`src/rtl/img_mem_writer.sv`:
```
// Camera capture: pairs 8-bit camera bytes into RGB565 pixels and
// writes them linearly into the frame buffer, one write per pixel.
module img_mem_writer #(
  parameter int IMG_W = 320,
  parameter int IMG_H = 240,
  localparam int AW = $clog2(IMG_W*IMG_H),
  localparam int XW = $clog2(IMG_W+1),
  localparam int YW = $clog2(IMG_H+1)
) (
  input  logic          clk,
  input  logic          reset_n,
  input  logic          capture_en,
  input  logic          vsync,
  input  logic          href,
  input  logic [7:0]    cam_data,
  output logic          we,
  output logic [AW-1:0] wAddr,
  output logic [15:0]   wData,
  output logic          frame_done,
  output logic          capturing
);

  typedef enum logic [1:0] {
    S_SYNC,
    S_VBLANK,
    S_ACTIVE
  } state_t;

  localparam logic [XW-1:0] XMAX   = XW'(IMG_W);
  localparam logic [YW-1:0] YMAX   = YW'(IMG_H);
  localparam logic [YW-1:0] YLAST  = YW'(IMG_H-1);
  localparam logic [AW-1:0] STRIDE = AW'(IMG_W);

  state_t        state_q, state_d;
  logic          vs_q, hr_q;
  logic [XW-1:0] x_q, x_d;
  logic [YW-1:0] y_q, y_d;
  logic          ph_q, ph_d;
  logic [7:0]    hi_q, hi_d;
  logic [AW-1:0] base_q, base_d;
  logic          we_q, we_d;
  logic [AW-1:0] addr_q, addr_d;
  logic [15:0]   data_q, data_d;
  logic          done_q, done_d;

  logic vs_rise, vs_fall, hr_fall;

  assign vs_rise = vsync & ~vs_q;
  assign vs_fall = ~vsync & vs_q;
  assign hr_fall = ~href & hr_q;

  always_comb begin
    state_d = state_q;
    x_d     = x_q;
    y_d     = y_q;
    ph_d    = ph_q;
    hi_d    = hi_q;
    base_d  = base_q;
    we_d    = 1'b0;
    addr_d  = addr_q;
    data_d  = data_q;
    done_d  = 1'b0;
    unique case (state_q)
      S_SYNC: begin
        if (vsync) state_d = S_VBLANK;
      end
      S_VBLANK: begin
        if (vs_fall && capture_en) begin
          state_d = S_ACTIVE;
          x_d     = '0;
          y_d     = '0;
          ph_d    = 1'b0;
          base_d  = '0;
        end
      end
      S_ACTIVE: begin
        if (vs_rise) begin
          state_d = S_VBLANK;
          done_d  = 1'b1;
        end else if (hr_fall) begin
          // base_q tracks y*IMG_W so no multiplier is needed
          if (x_q != '0) begin
            if (y_q < YMAX)  y_d    = y_q + 1'b1;
            if (y_q < YLAST) base_d = base_q + STRIDE;
          end
          x_d  = '0;
          ph_d = 1'b0;
        end else if (href) begin
          if (!ph_q) begin
            hi_d = cam_data;
            ph_d = 1'b1;
          end else begin
            ph_d = 1'b0;
            if (x_q < XMAX) begin
              x_d = x_q + 1'b1;
              if (y_q < YMAX) begin
                we_d   = 1'b1;
                addr_d = base_q + AW'(x_q);
                data_d = {hi_q, cam_data};
              end
            end
          end
        end
      end
      default: state_d = S_SYNC;
    endcase
  end

  always_ff @(posedge clk) begin
    if (!reset_n) begin
      state_q <= S_SYNC;
      vs_q    <= 1'b0;
      hr_q    <= 1'b0;
      x_q     <= '0;
      y_q     <= '0;
      ph_q    <= 1'b0;
      hi_q    <= '0;
      base_q  <= '0;
      we_q    <= 1'b0;
      addr_q  <= '0;
      data_q  <= '0;
      done_q  <= 1'b0;
    end else begin
      state_q <= state_d;
      vs_q    <= vsync;
      hr_q    <= href;
      x_q     <= x_d;
      y_q     <= y_d;
      ph_q    <= ph_d;
      hi_q    <= hi_d;
      base_q  <= base_d;
      we_q    <= we_d;
      addr_q  <= addr_d;
      data_q  <= data_d;
      done_q  <= done_d;
    end
  end

  assign we         = we_q;
  assign wAddr      = addr_q;
  assign wData      = data_q;
  assign frame_done = done_q;
  assign capturing  = (state_q == S_ACTIVE);

endmodule

```
`config.mk`:
```
export PLATFORM = sky130hd
export DESIGN_NAME = img_mem_writer
export DESIGN_NICKNAME = d
export VERILOG_FILES = /design/src/rtl/img_mem_writer.sv
export SDC_FILE = /design/constraint.sdc
export NUM_CORES = 1
export LEC_CHECK = 0
export ABC_AREA = 1
export CAP_MARGIN = 20
export CORE_AREA = 2 2 104 96
export DETAILED_ROUTE_END_ITERATION = 10
export DIE_AREA = 0 0 106 98
export GPL_TIMING_DRIVEN = 0
export HOLD_SLACK_MARGIN = 0.1
export PLACE_DENSITY_LB_ADDON = 0.3
export SKIP_LAST_GASP = 1
export SLEW_MARGIN = 20
export SYNTH_ARGS = -nofsm -noshare
export SYNTH_HDL_FRONTEND = slang
export SYNTH_SLANG_ARGS = --single-unit
```
`constraint.sdc`:
```
create_clock -name clk -period 1.9 [get_ports clk]
set_input_delay 0.38 -clock clk [delete_from_list [all_inputs] [get_ports clk]]
set_output_delay 0.38 -clock clk [all_outputs]
set_load 0.1 [all_outputs]
```
==> run summary <==
Min Tclk post-route: 1.87 ns
Status: completed
Filler cell count: 934
Setup-failing EPs final: 0
Cell Rows: 34
Crit path kind: register to output pin
Slew @ Worst Pin: 0.949 ns
Routability cong.: 0.880
Pre-antenna DRT Iters: 5
Die width: 106 µm
Antenna-violating nets left: 0
Fmax: 0.536 GHz
Crit-path slowest cell: clkdlybuf4s15_1
Initial core utilization: 0.403
First-pass GRT wire length: 15,200 µm
H-tree levels: 3
ANT cells: 0
Synth Net Count: 578
Detailed-route DRC error count: 0
Area growth, synth to finish: 23.4%
Largest net degree at the start of global routing: 15
Worst-case clock buffer depth: 2
Path depth of the worst reg2reg path: 9
Clk_lat worst skew: 0.36 ns
Clk sink count: 76
Vias in the first global route: 3,371
Synth area leader: dfxtp_1
Final setup skew: 0.00825 ns
Worst-path fanout max: 1
Crit path max-delay family: buffers and inverters
Inserted Clock Buffers: 9
Rel. slew slack: 0.370
Total I/O pin count: 49
IO Port Bufs: 48
Reg clk slew, reported paths: 0.08 ns
Top-area cell type share of the netlist area: 0.402
Die Span Y: 98 µm
1st-iter DRT viols: 148
Routed wire length: 8850 µm
Register area: 1520 µm²
WP buf/inv: 1
Overall Power: 0.00437 W
Initial antenna violation count: 0
Mapped cell area: 3790 µm²
Number of max-cap violations: 0
Fin Hold WS: 0.478 ns
Wire per inst: 11.9 µm
Max IR drop VDD: 0.000494 V
Hold-fix buffers, CTS: 0
Root Driver: clkbuf_8
Hold path cells: 2
CP required: 1.52 ns
CP endpoint kind: output pin
Endpoints failing hold: 0
Share of cells above drive strength 1: 0.145
Worst min path class: register to register
Synth warn: 0
Number of synthesized register bits: 76
HPWL after detailed placement: 6710 µm
Die footprint: 10,400 µm²
Mapped Cells: 555
Layout Nets: 638
DR vias: 3,551
Core Area: 9400 µm²
CP peak stage delay: 0.81 ns
Global route overflow: 0
Pwr/cell area: 936 nW/µm²
Total GRT Usage: 0.180
Routed vias/inst: 4.76
Final period util: 0.982
TritonCTS clock tree: done
Area occupied by multi-input gates: 1920 µm²
Lkg Pwr: 2.04 nW
CP startpoint kind: register
Post-synthesis average cell area: 6.82 µm²
Sequential area share after synthesis: 0.402
Max-slew violations: 0
RSZ-0062 raised after global routing: false
Distinct cells, synth: 27
Area contributors post-synth: dfxtp_1, nand2_1, nor2_1, inv_1, o21ai_0
Critical path, cell by cell: clkdlybuf4s15_1
Crit path DAT: 1.49 ns
Critical path depth: 1
Fin util: 0.497
per-stage QoR:
step / setup TNS, ns / area, µm² / instances / setup slack (ns)
final: 0 / 4670 / 746 / 0.0348
after detailed placement: -6.86 / 4440 / 729 / -0.212
after global placement: -5.01 / 4440 / 729 / -0.206
after floorplan: 0 / 3800 / 555 / 0.109
after global routing: 0 / 4670 / 746 / 0.00689
after CTS: -0.0266 / 4690 / 745 / -0.0266
flip-flops by register name, summed over array words and instances (netlist names), 2 cells and up:
register and flops:
wData 16, state_q 2, hi_q 8, x_q 9
base_q 11, y_q 8, wAddr 17
per-layer routing:
metal  global-route usage  wire length (µm)  vias to the layer above
li1                     -                 -                     1876
met3               0.0381               435                       13
met2                0.306              4070                       81
met1                0.227              4220                     1581
met4               0.0617               117                        0
met5                    0                 0                        -
final timing paths:
| check | startpoint | endpoint | slack, ns |
|---|---|---|---|
| min reg2reg | base_q[16] | base_q[16] | 0.48 |
| max | frame_done | frame_done | 0.03 |
| max reg2reg | state_q[0] | wAddr[1] | 0.14 |
| min | base_q[16] | base_q[16] | 0.48 |
cell families after synthesis:
logic type / share of synthesized area
AND/OR/NAND/NOR: 0.360
buffers and inverters: 0.0942
flip-flops: 0.402
AO/OA/AOI/OAI: 0.0952
XOR/XNOR: 0.0162
adder cells (fa/ha/maj): 0.0330
cell usage in the layout (no fill, tap or decap), types with 2 or more instances in the layout:
cell             Yosys  layout
nor2_4               4       4
nand4_1             11      11
nand2_4              5       5
dfxtp_1             76      76
inv_2                4       4
nand2_2              6       6
clkbuf_1             4       4
nor2_1             106     106
nand2_1            127     127
xor2_1               6       6
inv_1               61      61
clkdlybuf4s50_1      0      12
o21ai_0             42      41
clkinv_4             0       2
nand3_1             39      39
clkbuf_8             0      10
clkdlybuf4s15_2      0      31
nor3_1               5       5
ha_1                10       9
buf_2                4       5
or2_2                2       2
buf_6                5       5
clkinvlp_4           0       2
o21ai_1              7       8
a21oi_1             23      23
clkbuf_2             2       5
where the power goes:
part           total, W  switching (W)  internal (W)
logic           0.00134       0.000929      0.000415
registers       0.00173      0.0000600       0.00167
clock network   0.00130       0.000644      0.000651
total           0.00437        0.00163       0.00274
cell usage after synthesis (all sizes together):
master	instances
nor3	6
a21oi	23
xor2	6
inv	66
nand3	40
nor2	110
dfxtp	76
clkbuf	6
nand4	11
clkinv	1
xnor2	1
nand2	138
nand3b	1
o21ai	49
ha	10
buf	9
or2	2
repair_timing:
item                       in CTS  in global routing
pin swaps                       0                  1
setup endpoints to repair      36                 17
gates resized for setup       104                  6
setup buffers                   0                  1
gates cloned                    0                  0
layout make-up:
| class | instances | share of cell area |
|---|---|---|
| multi-input combinational | 397 | 0.411 |
| buffer | 15 | 0.0217 |
| sequential | 76 | 0.326 |
| inverter | 67 | 0.0546 |
| timing repair buffer | 49 | 0.108 |
| clock buffer | 10 | 0.0295 |
| tap | 126 | 0.0337 |
| clock inverter | 6 | 0.0153 |
(Power assumes the default switching activity.)
